[src/rtl/riscv_core_pkg.sv]
// Shared core package: divider op encoding, FSM states and op helpers.
// Imported by the divider and its output select.
package riscv_core_pkg;

    typedef enum logic [1:0] {
        DIV_OP_DIV  = 2'b00,
        DIV_OP_DIVU = 2'b01,
        DIV_OP_REM  = 2'b10,
        DIV_OP_REMU = 2'b11
    } div_op_e;

    typedef enum logic [1:0] {
        DIV_IDLE = 2'b00,
        DIV_CALC = 2'b01,
        DIV_DONE = 2'b10
    } div_state_e;

    function automatic logic div_is_signed(input div_op_e op);
        return (op == DIV_OP_DIV) || (op == DIV_OP_REM);
    endfunction

    function automatic logic div_is_rem(input div_op_e op);
        return (op == DIV_OP_REM) || (op == DIV_OP_REMU);
    endfunction

endpackage

[src/rtl/riscv_core_mux2x1.sv]
// Generic 2:1 select, used for the divider quotient/remainder pick.
module riscv_core_mux2x1 #(
    parameter int WIDTH = 32
) (
    input  logic             i_sel,
    input  logic [WIDTH-1:0] i_d0,
    input  logic [WIDTH-1:0] i_d1,
    output logic [WIDTH-1:0] o_y
);

    assign o_y = i_sel ? i_d1 : i_d0;

endmodule

[src/rtl/riscv_core_divider.sv]
// Iterative restoring radix-2 divider for DIV/DIVU/REM/REMU.
// Fixed XLEN-cycle iteration; divide-by-zero and overflow finish in one edge.
module riscv_core_divider
    import riscv_core_pkg::*;
#(
    parameter int XLEN = 32
) (
    input  logic            i_clk,
    input  logic            i_rst_n,
    input  logic            i_div_start,
    input  logic [1:0]      i_div_op,
    input  logic [XLEN-1:0] i_div_rs1,
    input  logic [XLEN-1:0] i_div_rs2,
    input  logic            i_div_flush,
    output logic            o_div_busy,
    output logic            o_div_valid,
    output logic [XLEN-1:0] o_div_result
);

    localparam int CW = $clog2(XLEN) + 1;

    div_state_e      state_q, state_d;
    div_op_e         op_q;
    logic [CW-1:0]   cnt_q;
    logic [XLEN-1:0] quo_q, dvs_q;
    logic [XLEN:0]   rem_q;
    logic            qneg_q, rneg_q;

    div_op_e         op_in;
    logic            in_signed, div_zero, overflow, special;
    logic            take_start, load_res, last;
    logic [XLEN-1:0] abs1, abs2;
    logic [XLEN:0]   rem_sh, diff, rem_it;
    logic            ge;
    logic [XLEN-1:0] quo_it, q_fin, r_fin;
    logic [XLEN-1:0] mux_q, mux_r, res_d;
    logic            mux_sel;

    assign op_in     = div_op_e'(i_div_op);
    assign in_signed = div_is_signed(op_in);
    assign div_zero  = (i_div_rs2 == '0);
    assign overflow  = in_signed && &i_div_rs2
                    && (i_div_rs1 == {1'b1, {(XLEN-1){1'b0}}});
    assign special   = div_zero || overflow;

    assign take_start = i_div_start && !i_div_flush
                     && (state_q != DIV_CALC);

    assign abs1 = (in_signed && i_div_rs1[XLEN-1]) ? -i_div_rs1 : i_div_rs1;
    assign abs2 = (in_signed && i_div_rs2[XLEN-1]) ? -i_div_rs2 : i_div_rs2;

    // One restoring step: shift in next dividend bit, subtract if it fits.
    assign rem_sh = {rem_q[XLEN-1:0], quo_q[XLEN-1]};
    assign diff   = rem_sh - {1'b0, dvs_q};
    assign ge     = !diff[XLEN];
    assign rem_it = ge ? diff : rem_sh;
    assign quo_it = {quo_q[XLEN-2:0], ge};
    assign last   = (cnt_q == CW'(XLEN - 1));

    assign q_fin = qneg_q ? -quo_it : quo_it;
    assign r_fin = rneg_q ? -rem_it[XLEN-1:0] : rem_it[XLEN-1:0];

    // CALC finishes from the iteration; IDLE/DONE only load on special cases.
    always_comb begin
        mux_q   = q_fin;
        mux_r   = r_fin;
        mux_sel = div_is_rem(op_q);
        if (state_q != DIV_CALC) begin
            mux_q   = div_zero ? '1 : i_div_rs1;
            mux_r   = div_zero ? i_div_rs1 : '0;
            mux_sel = div_is_rem(op_in);
        end
    end

    riscv_core_mux2x1 #(
        .WIDTH (XLEN)
    ) u_res_mux (
        .i_sel (mux_sel),
        .i_d0  (mux_q),
        .i_d1  (mux_r),
        .o_y   (res_d)
    );

    always_ff @(posedge i_clk) begin
        if (!i_rst_n) begin
            state_q <= DIV_IDLE;
        end else begin
            state_q <= state_d;
        end
    end

    always_comb begin
        state_d     = state_q;
        load_res    = 1'b0;
        o_div_busy  = (state_q == DIV_CALC);
        o_div_valid = (state_q == DIV_DONE);
        unique case (state_q)
            DIV_IDLE, DIV_DONE: begin
                state_d = DIV_IDLE;
                if (take_start) begin
                    state_d  = special ? DIV_DONE : DIV_CALC;
                    load_res = special;
                end
            end
            DIV_CALC: begin
                if (i_div_flush) begin
                    state_d = DIV_IDLE;
                end else if (last) begin
                    state_d  = DIV_DONE;
                    load_res = 1'b1;
                end
            end
            default: state_d = DIV_IDLE;
        endcase
    end

    always_ff @(posedge i_clk) begin
        if (!i_rst_n) begin
            op_q         <= DIV_OP_DIV;
            cnt_q        <= '0;
            quo_q        <= '0;
            dvs_q        <= '0;
            rem_q        <= '0;
            qneg_q       <= 1'b0;
            rneg_q       <= 1'b0;
            o_div_result <= '0;
        end else begin
            if (load_res) begin
                o_div_result <= res_d;
            end
            if (take_start) begin
                op_q   <= op_in;
                cnt_q  <= '0;
                quo_q  <= abs1;
                dvs_q  <= abs2;
                rem_q  <= '0;
                qneg_q <= in_signed && (i_div_rs1[XLEN-1] ^ i_div_rs2[XLEN-1]);
                rneg_q <= in_signed && i_div_rs1[XLEN-1];
            end else if (state_q == DIV_CALC) begin
                cnt_q <= cnt_q + CW'(1);
                quo_q <= quo_it;
                rem_q <= rem_it;
            end
        end
    end

endmodule
[config.mk]
export PLATFORM = sky130hd
export DESIGN_NAME = riscv_core_divider
export DESIGN_NICKNAME = d
export VERILOG_FILES = /design/src/rtl/riscv_core_pkg.sv /design/src/rtl/riscv_core_mux2x1.sv /design/src/rtl/riscv_core_divider.sv
export SDC_FILE = /design/constraint.sdc
export NUM_CORES = 1
export LEC_CHECK = 0
export ABC_AREA = 1
export BUFFER_PORTS_ARGS = -buffer_cell sky130_fd_sc_hd__buf_4
export CAP_MARGIN = 25
export CORE_UTILIZATION = 62
export CTS_CLUSTER_DIAMETER = 150
export DETAILED_ROUTE_END_ITERATION = 16
export GPL_ROUTABILITY_DRIVEN = 0
export GPL_TIMING_DRIVEN = 0
export PLACE_DENSITY = 0.82
export REMOVE_ABC_BUFFERS = 1
export SYNTH_ARGS = -nofsm -noshare
export SYNTH_HDL_FRONTEND = slang
export SYNTH_SLANG_ARGS = --single-unit
[constraint.sdc]
create_clock -name i_clk -period 5.6 [get_ports i_clk]
set_clock_uncertainty 0.05 [all_clocks]
set_input_delay 0.28 -clock i_clk [delete_from_list [all_inputs] [get_ports i_clk]]
set_output_delay 0.28 -clock i_clk [all_outputs]
set_load 0.02 [all_outputs]
==> metrics.cfg <==
[status]
outcome = finished clean

[detailed_routing]
drc_errors = 0
drt_iter0_drc = 2250
routed_wl_um = 44900
ant_nets = 0
vias_per_cell = 5.96
dr.pass1.iters = 7
num_vias = 15846
wl_per_cell_um = 16.9

[synth]
synth_top_family_by_area = simple AND/OR/NAND/NOR gates
yosys.area_share.simple_pct = 42.0
yosysSeqAreaShare_pct = 21.3
synth_area_leaders = dfxtp_1 21%, nand2_1 20%, inv_1 9.7%, nor2_1 6.8%, nand3_1 5.7%
synth.most_common_cell = nand2_1
netlist_area_sq_um = 13100
synth_xor_area_share_pct = 2.94
synthAdderAreaFrac_pct = 3.78
syn_inst = 2321
yosysTopAreaCellShare_pct = 21.3
synthMuxAreaShare_pct = 0
synth_compound_area_share_pct = 17.0
avgSynthCellArea_sq_um = 5.64
ys_ff_latch = 139
synth_common_cells = 713 x nand2_1, 339 x inv_1, 236 x nor2_1
ys.flop_type = dfxtp_1
synth_edf_count = 0
synth_warnings = 0
ys_async_sr_fraction_pct = 0
synth_area_leader_cell = dfxtp_1
synthDistinctLibCells = 59

[worst_setup_path]
r2r-start = quo_q[31]$_SDFFE_PN0P_
endpoint_kind = register
reg2reg_depth = 29
required_ns = 5.85
path_class = reg -> reg
slowest_stage = dfxtp_1
r2r_slack_ns = 0.42
slowest_delay_ns = 0.54
cp.arrival_ns = 5.43
critPathMaxFanout = 41
worstSetupStartpointType = register
r2r_end = o_div_result[24]$_SDFFE_PN0P_

[timing]
setup_viol = 0
rsz0062_at_grt = false
worst_slack_ns = 0.424
fmax_mhz = 193
worstMarginPinSlew_ns = 1.03
period_share_pct = 92.4
fin_crit_ns = 5.18
finalSetupTns_ns = 0
maxSlewViolCount = 0
maxSlewHeadroom_pct = 30.9
hold_viol = 0

[power_and_ir_drop]
p_leak_nw = 7.35
vdd_drop_max_uv = 203
p_per_area_nw_per_um2 = 296

[die]
fp-row-count = 52
die_w_um = 147
io_pins = 104
initial_core_util_pct = 63.9
die_y_um = 147
die-area_sq_um = 21700
fp.coreArea_sq_um = 20500

[cts]
cts_made_buffers = 17
cts_setup_buffers = 0
cts.sinks = 139
cts_tree = yes
clock_latency_ns = 0.44
clockRootBuffer = clkbuf_16
cts.path.max_buffers = 2
cts_max_level = 4
clkTransAtPathRegs_ns = 0.06

[place]
dpl.hpwl_um = 33600
placed_area_sq_um = 14100
pre_cts_slack_ns = 0.311
dp_cells = 2625
io_buffer_count = 103

[layout]
area_delta_synth_final_pct = 12.7
finalNonFillerCells = 2658
stdcell_area_sq_um = 14800
fin_util_pct = 72.0
diodes = 0
fin_nets = 2484
drive_gt1_share_pct = 9.46

[grt]
grt_max_degree = 93
grtUsageTotal_pct = 41.3
grt_pass1_vias = 14428
antenna_found_initial = 0
overflow = 0
grt_pass1_wl_um = 71100

[hold_path]
whs_path_depth = 2
min_to = op_q[1]$_SDFFE_PN0P_
hp-start = i_div_op[1]
hp-class = in -> reg

[run]
drv_cap = 0

## routing by layer
metal | global-route usage [%] | wire length (um)
met2 | 65.4 | 19500
met4 | 20.8 | 2240
met5 | 0 | 0
met3 | 9.81 | 5300
met1 | 52.2 | 17800
## registers in the layout (all words and copies together) (netlist names)
name and count:
dvs_q 32, op_q 1, cnt_q 6, state_q 2, o_div_result 32, rneg_q 1, qneg_q 1, quo_q 32
rem_q 32
## worst max-delay path, delay by kind of cell, from the launching register on
family | cells | cell delay (ns)
simple gates | 20 | 2.79
fa+ha+maj | 3 | 0.89
flops | 1 | 0.54
compound gates | 4 | 0.54
buf+inv | 2 | 0.21
## area by class of cell
| type | count | area, sq um |
|---|---|---|
| clock buffer | 19 | 433 |
| clock inverter | 13 | 168 |
| fill | 1883 | 5730 |
| inverter | 351 | 1320 |
| multi-input combinational | 1748 | 8640 |
| sequential | 139 | 2780 |
| tap | 270 | 338 |
| timing repair buffer | 118 | 1080 |
## through the flow
step                      power [mW]  hold WS (ns)
final                           4.37        0.0369
after global routing            4.64        0.0293
after CTS                       4.28        0.0382
after detailed placement        3.08         0.389
after global placement          3.03         0.385
after floorplan                 2.55         0.340
## cell families after synthesis
logic type,Yosys count
adder cells (fa/ha/maj),39
AO/OA/AOI/OAI,386
AND/OR/NAND/NOR,1279
flip-flops,139
buffers and inverters,434
XOR/XNOR,44
## how the worst max path moves through the flow
| stage | from | endpoint | slack, ns | depth (start not counted) |
|---|---|---|---|---|
| 2_1_floorplan | state_q[0]$_SDFFE_PN0P_ | o_div_result[6]$_SDFFE_PN0P_ | -3.94 | 10 |
| 3_3_place_gp | state_q[0]$_SDFFE_PN0P_ | rem_q[8]$_SDFFE_PP0P_ | -11.38 | 8 |
| 3_5_place_dp | quo_q[31]$_SDFFE_PN0P_ | o_div_result[26]$_SDFFE_PN0P_ | 0.31 | 27 |
| 4_1_cts | quo_q[31]$_SDFFE_PN0P_ | o_div_result[26]$_SDFFE_PN0P_ | 0.27 | 27 |
| 5_1_grt | quo_q[31]$_SDFFE_PN0P_ | o_div_result[30]$_SDFFE_PN0P_ | 0.06 | 30 |
| 6_report | quo_q[31]$_SDFFE_PN0P_ | o_div_result[24]$_SDFFE_PN0P_ | 0.42 | 29 |
## layout by cell type (no fill, tap or decap), types with 4 or more instances in the layout
cell	count
a21oi_1	137
a31oi_1	34
and2_1	4
buf_12	5
buf_16	5
buf_4	104
buf_8	4
clkbuf_16	17
clkinv_1	6
clkinvlp_4	5
dfxtp_1	139
ha_1	38
inv_1	337
inv_2	7
nand2_1	713
nand2_2	17
nand2_4	7
nand3_1	148
nand3b_1	14
nand4_1	43
nor2_1	230
nor2_2	11
nor2_4	8
nor3_1	48
nor4_1	12
o2111ai_1	6
o211ai_1	29
o21ai_0	118
o21ai_1	4
o21ai_2	5
o21bai_1	6
o22ai_1	18
o31ai_1	4
or2_2	12
xnor2_1	12
xor2_1	32
## power by group
group	switching [mW]	internal [mW]
clock	0.503	0.705
combinational	1.45	0.635
sequential	0.0418	1.03
total	2.00	2.37
## what timing repair did
item / 4_1_cts / 5_1_grt
hold buffers: 0 / 0
gates resized for setup: 0 / 3
endpoints found under the setup margin: 0 / 5
No activity file was read; power rests on OpenSTA's default activity.
